**config.mk**
```make
export PLATFORM = sky130hd
export DESIGN_NAME = keypad_scanner_flat
export DESIGN_NICKNAME = d
export VERILOG_FILES = /design/src/rtl/keypad_scanner_if.sv /design/src/rtl/keypad_scanner.sv /design/src/flat_wrapper.sv
export SDC_FILE = /design/constraint.sdc
export NUM_CORES = 1
export LEC_CHECK = 0
export ABC_CLOCK_PERIOD_IN_PS = 2050
export CORE_MARGIN = 2
export CORE_UTILIZATION = 50
export CTS_CLUSTER_SIZE = 20
export DETAILED_ROUTE_END_ITERATION = 8
export PLACE_DENSITY = 0.81
export SLEW_MARGIN = 15
export SYNTH_ARGS = -nofsm -noshare
export SYNTH_HDL_FRONTEND = slang
export SYNTH_SLANG_ARGS = --single-unit
```
**constraint.sdc**
```tcl
create_clock -name clk -period 2.05 [get_ports clk]
set_input_delay 0.3075 -clock clk [delete_from_list [all_inputs] [get_ports clk]]
set_output_delay 0.3075 -clock clk [all_outputs]
set_load 0.03 [all_outputs]
```
**src/rtl/keypad_scanner_if.sv**
```systemverilog
// keypad_scanner_if: groups the keypad matrix lines and the decoded-key outputs.
//   col_n     : column returns, active-low (driven by the keypad side)
//   row_n     : row drive, active-low one-hot (driven by the scanner)
//   key_valid : one-cycle pulse on an accepted press
//   key_code  : hex code of the last accepted key
//   key_down  : high while the accepted key is held
// Modports: master = scanner side, slave = keypad/consumer side.
interface keypad_scanner_if;
    logic [3:0] col_n;
    logic [3:0] row_n;
    logic       key_valid;
    logic [3:0] key_code;
    logic       key_down;

    modport master (input col_n, output row_n, output key_valid, output key_code, output key_down);
    modport slave  (output col_n, input row_n, input key_valid, input key_code, input key_down);
endinterface

```
**src/rtl/keypad_scanner.sv**
```systemverilog
// keypad_scanner: scans a 4x4 hex keypad with active-low rows, debounces
// presses and releases on scan ticks, and reports one code per press.
//   clk   : system clock
//   reset : synchronous, active-high reset
//   kp    : keypad_scanner_if.master (col_n in; row_n, key_valid, key_code,
//           key_down out)
module keypad_scanner #(
    parameter int SCAN_DIV       = 1000,  // cycles per row dwell, >= 4
    parameter int DEBOUNCE_TICKS = 4      // 1..15
) (
    input  logic               clk,
    input  logic               reset,
    keypad_scanner_if.master   kp
);
    localparam int DIV_W = $clog2(SCAN_DIV);

    typedef enum logic [1:0] {SCAN, DEBOUNCE, HELD} state_t;

    state_t           state_q;
    logic [DIV_W-1:0] div_q, div_d;
    logic [3:0]       col_meta_q, col_s_q, col_lat_q;
    logic [3:0]       row_n_q;
    logic [3:0]       deb_cnt_q, rel_cnt_q;
    logic [3:0]       deb_inc_d, rel_inc_d;
    logic             key_valid_q, key_down_q;
    logic [3:0]       key_code_q;
    logic             tick, hit;
    logic [3:0]       col_low;

    function automatic logic [1:0] one_cold_idx(input logic [3:0] v);
        case (v)
            4'b1110: return 2'd0;
            4'b1101: return 2'd1;
            4'b1011: return 2'd2;
            4'b0111: return 2'd3;
            default: return 2'd0;
        endcase
    endfunction

    function automatic logic [3:0] key_map(input logic [1:0] r, input logic [1:0] c);
        case ({r, c})
            4'h0: return 4'h1;  4'h1: return 4'h2;  4'h2: return 4'h3;  4'h3: return 4'hA;
            4'h4: return 4'h4;  4'h5: return 4'h5;  4'h6: return 4'h6;  4'h7: return 4'hB;
            4'h8: return 4'h7;  4'h9: return 4'h8;  4'hA: return 4'h9;  4'hB: return 4'hC;
            4'hC: return 4'h0;  4'hD: return 4'hF;  4'hE: return 4'hE;  default: return 4'hD;
        endcase
    endfunction

    // Columns are sampled only in the last cycle of a dwell so the row
    // change has had the whole dwell (minus synchronizer delay) to settle.
    assign tick  = (div_q == DIV_W'(SCAN_DIV - 1));
    assign div_d = tick ? '0 : div_q + 1'b1;

    // Exactly one low column is a hit; none or several (ghosting) is not.
    assign col_low = ~col_s_q;
    assign hit     = (col_low != 4'h0) && ((col_low & (col_low - 4'h1)) == 4'h0);

    assign deb_inc_d = deb_cnt_q + 4'd1;
    assign rel_inc_d = rel_cnt_q + 4'd1;

    always_ff @(posedge clk) begin
        if (reset) begin
            state_q     <= SCAN;
            div_q       <= '0;
            col_meta_q  <= 4'hF;
            col_s_q     <= 4'hF;
            col_lat_q   <= 4'hF;
            row_n_q     <= 4'b1110;
            deb_cnt_q   <= 4'd0;
            rel_cnt_q   <= 4'd0;
            key_valid_q <= 1'b0;
            key_code_q  <= 4'h0;
            key_down_q  <= 1'b0;
        end else begin
            col_meta_q  <= kp.col_n;
            col_s_q     <= col_meta_q;
            div_q       <= div_d;
            key_valid_q <= 1'b0;
            if (tick) begin
                case (state_q)
                    SCAN: begin
                        if (hit) begin
                            col_lat_q <= col_s_q;
                            if (DEBOUNCE_TICKS == 1) begin
                                key_valid_q <= 1'b1;
                                key_code_q  <= key_map(one_cold_idx(row_n_q), one_cold_idx(col_s_q));
                                key_down_q  <= 1'b1;
                                deb_cnt_q   <= 4'd0;
                                rel_cnt_q   <= 4'd0;
                                state_q     <= HELD;
                            end else begin
                                deb_cnt_q <= 4'd1;
                                state_q   <= DEBOUNCE;
                            end
                        end else begin
                            row_n_q <= {row_n_q[2:0], row_n_q[3]};
                        end
                    end
                    DEBOUNCE: begin
                        // col_lat_q holds a single low bit, so equality means
                        // the same lone column is still the only one pressed.
                        if (col_s_q == col_lat_q) begin
                            if (deb_inc_d == 4'(DEBOUNCE_TICKS)) begin
                                key_valid_q <= 1'b1;
                                key_code_q  <= key_map(one_cold_idx(row_n_q), one_cold_idx(col_lat_q));
                                key_down_q  <= 1'b1;
                                deb_cnt_q   <= 4'd0;
                                rel_cnt_q   <= 4'd0;
                                state_q     <= HELD;
                            end else begin
                                deb_cnt_q <= deb_inc_d;
                            end
                        end else begin
                            // Row is kept; the advance happens on the next tick.
                            deb_cnt_q <= 4'd0;
                            state_q   <= SCAN;
                        end
                    end
                    HELD: begin
                        if (col_s_q == 4'hF) begin
                            if (rel_inc_d == 4'(DEBOUNCE_TICKS)) begin
                                rel_cnt_q  <= 4'd0;
                                key_down_q <= 1'b0;
                                row_n_q    <= {row_n_q[2:0], row_n_q[3]};
                                state_q    <= SCAN;
                            end else begin
                                rel_cnt_q <= rel_inc_d;
                            end
                        end else begin
                            rel_cnt_q <= 4'd0;
                        end
                    end
                    default: state_q <= SCAN;
                endcase
            end
        end
    end

    assign kp.row_n     = row_n_q;
    assign kp.key_valid = key_valid_q;
    assign kp.key_code  = key_code_q;
    assign kp.key_down  = key_down_q;
endmodule

```
**src/flat_wrapper.sv**
```systemverilog
// flat-port wrapper written by rule: the top's interface ports become plain ports
module keypad_scanner_flat 
#(
    parameter int SCAN_DIV       = 1000,                               
    parameter int DEBOUNCE_TICKS = 4              
)
  (clk, reset, kp_col_n, kp_row_n, kp_key_valid, kp_key_code, kp_key_down);
  keypad_scanner_if kp_i ();
  input  logic clk;
  input  logic reset;
  input wire logic [$bits(kp_i.col_n)-1:0] kp_col_n;
  output wire logic [$bits(kp_i.row_n)-1:0] kp_row_n;
  output wire logic [$bits(kp_i.key_valid)-1:0] kp_key_valid;
  output wire logic [$bits(kp_i.key_code)-1:0] kp_key_code;
  output wire logic [$bits(kp_i.key_down)-1:0] kp_key_down;
  assign kp_i.col_n = kp_col_n;
  assign kp_row_n = kp_i.row_n;
  assign kp_key_valid = kp_i.key_valid;
  assign kp_key_code = kp_i.key_code;
  assign kp_key_down = kp_i.key_down;
  keypad_scanner #(.SCAN_DIV(SCAN_DIV), .DEBOUNCE_TICKS(DEBOUNCE_TICKS)) u_core (.clk(clk), .reset(reset), .kp(kp_i));
endmodule
```
# Word-level counts from Yosys, hierarchy flattened
# Memories as Yosys holds them, arrays and structs flattened. A register that Yosys moved wholly into a read port is not among the register bits.
# Index checks and enable logic that the tools add are counted.
[totals]
output_inout_bits = 10
elab_cells = 93
rom_bits = 64
ff_bits = 38
memories = 1
input_bits = 6
[memory_table]
columns = ["memory", "depth", "word_bits", "rd", "rd_clocked_by_memory_dff", "wr", "line", "source"]
rows = [
  ["(no name shown)", 16, 4, 1, 1, 0, "keypad_scanner.sv:41", "case ({r, c})"],
]
[op_classes]
n_reduce_logical = 16
mux = 37
n_eq_ne = 20
bitwise = 5
add_sub_neg = 4
[op_table]
columns = ["op", "n"]
rows = [
  ["$mux 4", 10],
  ["$mux 2", 15],
  ["$pmux 4 s2", 3],
  ["$eq 4x4->1 const B", 5],
  ["$pmux 2 s3", 3],
  ["$eq 4x3->1 const B", 4],
  ["$add 10x1->10 const B", 1],
  ["$eq 10x10->1 const B", 1],
  ["$ne 2x1->1 const B", 5],
  ["$reduce_and 5->1", 2],
  ["$add 4x1->4 const B", 2],
  ["$reduce_and 4->1", 2],
  ["$reduce_and 3->1", 2],
  ["$reduce_and 6->1", 1],
  ["$reduce_bool 2->1", 3],
  ["$mux 1", 5],
  ["$and 4x4->4", 1],
  ["$eq 4x4->1", 1],
  ["$logic_not 4->1", 1],
  ["$not 4->4", 1],
  ["$reduce_bool 4->1", 1],
  ["$reduce_or 4->1", 1],
  ["$sub 4x1->4 const B", 1],
  ["$ne 3x3->1 const B", 1],
  ["8 further kinds", 10],
]

# Longest topological paths before layout
[depth]
depth_word = 7
ltp_mapped = 8
depth_no_buf = 8

# Worst setup path before layout
# Ideal clock, no wire load.
[synth_timing]
path_kind = "register -> register"
from = "register u_core.deb_cnt_q[0]"
to = "register u_core.rel_cnt_q[0]"
arrival_ns = 1.830
path_slack_ns = 0.150
period_less_slack_ns = 1.900
path_stages_with_launch = 7
setup_time_ns = 0.071
n_path_buf = 0
required_ns = 1.979
cell_sequence = "dfxtp_1 -> ha_1 -> and3b_1 -> a31oi_1 -> o21a_1 -> or4b_1 -> a21oi_1"
[synth_between]
elab_chain_len = 4
[synth_rtl]
columns = ["element", "line", "source"]
rows = [
  ["start, declared", "keypad_scanner.sv:23", "logic [3:0] deb_cnt_q, rel_cnt_q;"],
  ["start signal, assigned", "keypad_scanner.sv:111", "deb_cnt_q <= deb_inc_d;"],
  ["$add 4x1->4", "keypad_scanner.sv:58", "assign deb_inc_d = deb_cnt_q + 4'd1;"],
  ["$eq 4x3->1", "keypad_scanner.sv:103", "if (deb_inc_d == 4'(DEBOUNCE_TICKS)) begin"],
  ["$ne 2x1->1 (no line)", "n/a", ""],
  ["$reduce_and 4->1 (no line)", "n/a", ""],
  ["end signal, assigned", "keypad_scanner.sv:127", "rel_cnt_q <= rel_inc_d;"],
  ["end, declared", "keypad_scanner.sv:23", ""],
]
# No other way between the ends.
# A chain may end at the register's enable or synchronous reset.

# Worst setup path in the final report
# Ends and elaborated chain as after synthesis.

==> impl_metrics.env <==
export IMPL_yosysWarnings=0
export IMPL_crit_type="flop to flop"
export IMPL_portBuffers=15
export IMPL_grt_pass1_wl_um=7000
export IMPL_synth_distinct_cells=56
export IMPL_avgSynthCellArea_um2=9.15
export IMPL_peakVddDrop_mv=0.339
export IMPL_grt_max_degree=17
export IMPL_yosysSeqAreaShare=0.370
export IMPL_cts_num_sinks=42
export IMPL_synth_seq_cells=42
export IMPL_grt_pass1_vias=1620
export IMPL_slowest_stage="or4b_1"
export IMPL_setup_viol=0
export IMPL_area_delta_synth_final_pct=17.3
export IMPL_post_place_cells=317
export IMPL_die_h_um=71.4
export IMPL_clock_skew_ps=5.36
export IMPL_wl_per_cell_um=12.9
export IMPL_via_per_inst=5.76
export IMPL_fin_crit_ps=1970
export IMPL_clk_pin_slew_ps=80
export IMPL_dieArea_mm2=0.00509
export IMPL_firstDrtPassIters=4
export IMPL_yosysTopAreaCell="dfxtp_1"
export IMPL_syn_area_mm2=0.00227
export IMPL_ios=16
export IMPL_htree_levels=2
export IMPL_start_kind="flop"
export IMPL_worstHoldPathType="flop to flop"
export IMPL_final_max_slew_violation_count=0
export IMPL_cts_hold_buf=0
export IMPL_rows=24
export IMPL_numCtsBuffers=5
export IMPL_routed_wl_um=4210
export IMPL_crit_path_max_incr_delay_ps=520
export IMPL_status="finished, final reports clean"
export IMPL_clock_latency_ps=290
export IMPL_drcViolationCount=0
export IMPL_postRouteAntennaNets=0
export IMPL_syn_inst=248
export IMPL_antenna_found_initial=0
export IMPL_vias=1883
export IMPL_arrival_ps=2190
export IMPL_coreArea_mm2=0.00435
export IMPL_grt_remaining_overflow=0
export IMPL_track_usage=0.170
export IMPL_clock_root_buffer="clkbuf_8"
export IMPL_worstMarginPinSlew_ps=379
export IMPL_finalCritPeriodShare=0.959
export IMPL_synth_edf_count=0
export IMPL_cp_max_fo=7
export IMPL_final_area_mm2=0.00266
export IMPL_synth_area_top_cells="dfxtp_1, ha_1, mux2i_1, xor2_1, nand2_1"
export IMPL_maxCapViolCount=0
export IMPL_num_fill_cells=369
export IMPL_relSlewSlack=0.744
export IMPL_cts_tree="built"
export IMPL_syn_num_nets=266
export IMPL_p_per_area_mw_per_mm2=533
export IMPL_gp_congestion=0.800
export IMPL_drive_gt1_frac=0.196
export IMPL_fin_cells=327
export IMPL_cp_end_kind="flop"
export IMPL_hpwl_um=3090
export IMPL_worstPathCellList="ha_2, and3b_2, a31oi_2, o21a_2, or4b_1, a21oi_2"
export IMPL_antenna_cells=0
export IMPL_start_util=0.521
export IMPL_fmax_mhz=509
export IMPL_hold_viol_final=0
export IMPL_synth_top_area_share=0.370
export IMPL_p_leak_nw=1.04
export IMPL_placed_area_mm2=0.00252
export IMPL_fin_nets=293
export IMPL_synthFlopType="dfxtp_1"
export IMPL_drt_iter0_drc=56
export IMPL_crit_required_ps=2280
export IMPL_cts_max_path_buffers=2
export IMPL_die_w_um=71.4
export IMPL_synthArstFlopShare=0
==> worst paths after layout <==
| path | from | end | slack (ps) | cells after the start |
|---|---|---|---|---|
| setup / recovery | u_core.deb_cnt_q[0] | u_core.rel_cnt_q[0] | 80 | 6 |
| setup reg to reg | u_core.deb_cnt_q[0] | u_core.rel_cnt_q[0] | 80 | 6 |
| hold / removal | u_core.col_meta_q[1] | u_core.col_s_q[1] | 410 | 1 |
| hold reg to reg | u_core.col_meta_q[1] | u_core.col_s_q[1] | 410 | 1 |
==> cells in the mapped netlist, drive strengths merged, types with 2 or more instances <==
cell,number
clkbuf,5
a21oi,11
xor2,10
or2,10
nand2b,2
nand4b,4
mux2i,9
or3,3
nor4,3
o211ai,4
xnor2,9
and3,7
nor3,7
dfxtp,42
nor2b,2
inv,9
and3b,2
o21ai,7
nand3,14
a31oi,3
a311oi,2
ha,12
nand2,20
nor2,20
o31ai,3
nand4,4
==> logic make-up after synthesis <==
logic type / share of synthesized area
simple gates: 0.277
mux: 0.0397
fa+ha+maj: 0.0662
buf+inv: 0.0254
compound gates: 0.135
xor+xnor: 0.0865
flops: 0.370
==> cell usage in the layout, fill, tap and decap left out, drive strengths merged, types with 2 or more instances in the layout <==
| cell | synthesis | layout |
|---|---|---|
| dfxtp | 42 | 42 |
| nand2 | 20 | 20 |
| nor2 | 20 | 20 |
| clkdlybuf4s50 | 0 | 15 |
| nand3 | 14 | 14 |
| ha | 12 | 12 |
| buf | 1 | 11 |
| a21oi | 11 | 11 |
| xor2 | 10 | 10 |
| or2 | 10 | 10 |
| inv | 9 | 9 |
| mux2i | 9 | 9 |
| xnor2 | 9 | 9 |
| and3 | 7 | 7 |
| o21ai | 7 | 7 |
| nor3 | 7 | 7 |
| clkbuf | 5 | 5 |
| nand4b | 4 | 4 |
| o211ai | 4 | 4 |
| nand4 | 4 | 4 |
| or3 | 3 | 3 |
| o31ai | 3 | 3 |
| a31oi | 3 | 3 |
| nor4 | 3 | 3 |
| a311oi | 2 | 2 |
| nand2b | 2 | 2 |
| nor2b | 2 | 2 |
| clkinvlp | 0 | 2 |
| and3b | 2 | 2 |
==> sequential cells by signal, summed over array words and instances (netlist names) <==
name	cells
u_core.kp.key_code	4
u_core.deb_cnt_q	4
u_core.kp.key_down	1
u_core.col_meta_q	4
u_core.rel_cnt_q	4
u_core.state_q	2
u_core.kp.row_n	4
u_core.col_s_q	4
u_core.kp.key_valid	1
u_core.div_q	10
u_core.col_lat_q	4
==> power breakdown <==
part / total, mW / switching (mW) / internal [mW] / leakage [nW]
Clock: 0.503 / 0.271 / 0.232 / 0.0362
Sequential: 0.839 / 0.0111 / 0.828 / 0.341
Combinational: 0.0754 / 0.0394 / 0.0360 / 0.662
==> per-stage QoR <==
stage | hold slack [ps] | utilization | power (mW) | setup TNS, ps | setup WS [ps]
finish | 411 | 0.611 | 1.42 | 0 | 83.9
global route | 434 | 0.611 | 1.48 | -16.4 | -16.4
CTS | 413 | 0.598 | 1.44 | 0 | 7.95
detailed placement | 395 | 0.579 | 0.933 | 0 | 40.5
global placement | 391 | 0.579 | 0.930 | 0 | 91.1
floorplan | 389 | - | 0.908 | 0 | 150
==> metal layers <==
metal | up-vias | GRT usage | part of all wire
li1 | 947 | - | -
met1 | 895 | 0.219 | 0.47
met3 | 8 | 0.0352 | 0.036
met5 | - | 0 | 0
met2 | 33 | 0.275 | 0.48
met4 | 0 | 0.0797 | 0.014
==> cell type report <==
class	count	area, um^2	share of cell area
clock inverter	2	15.0	0.00564
multi-input combinational	191	1400	0.524
inverter	9	33.8	0.0127
tap	52	65.1	0.0244
sequential	42	851	0.320
timing repair buffer	26	233	0.0874
clock buffer	5	68.8	0.0259
==> repair_timing <==
item | CTS | global route
gates resized for setup | 0 | 15
endpoints found under the setup margin | 0 | 6
buffers inserted | 0 | 3
==> worst max-delay path, delay by kind of cell (launching register included) <==
kind                       cells  cell delay (ps)
DFF                            1              360
adders and majority gates      1              210
and+or+nand+nor                2              770
AOI/OAI and AO/OA              3              560
Power figures use the tool's default switching activity.
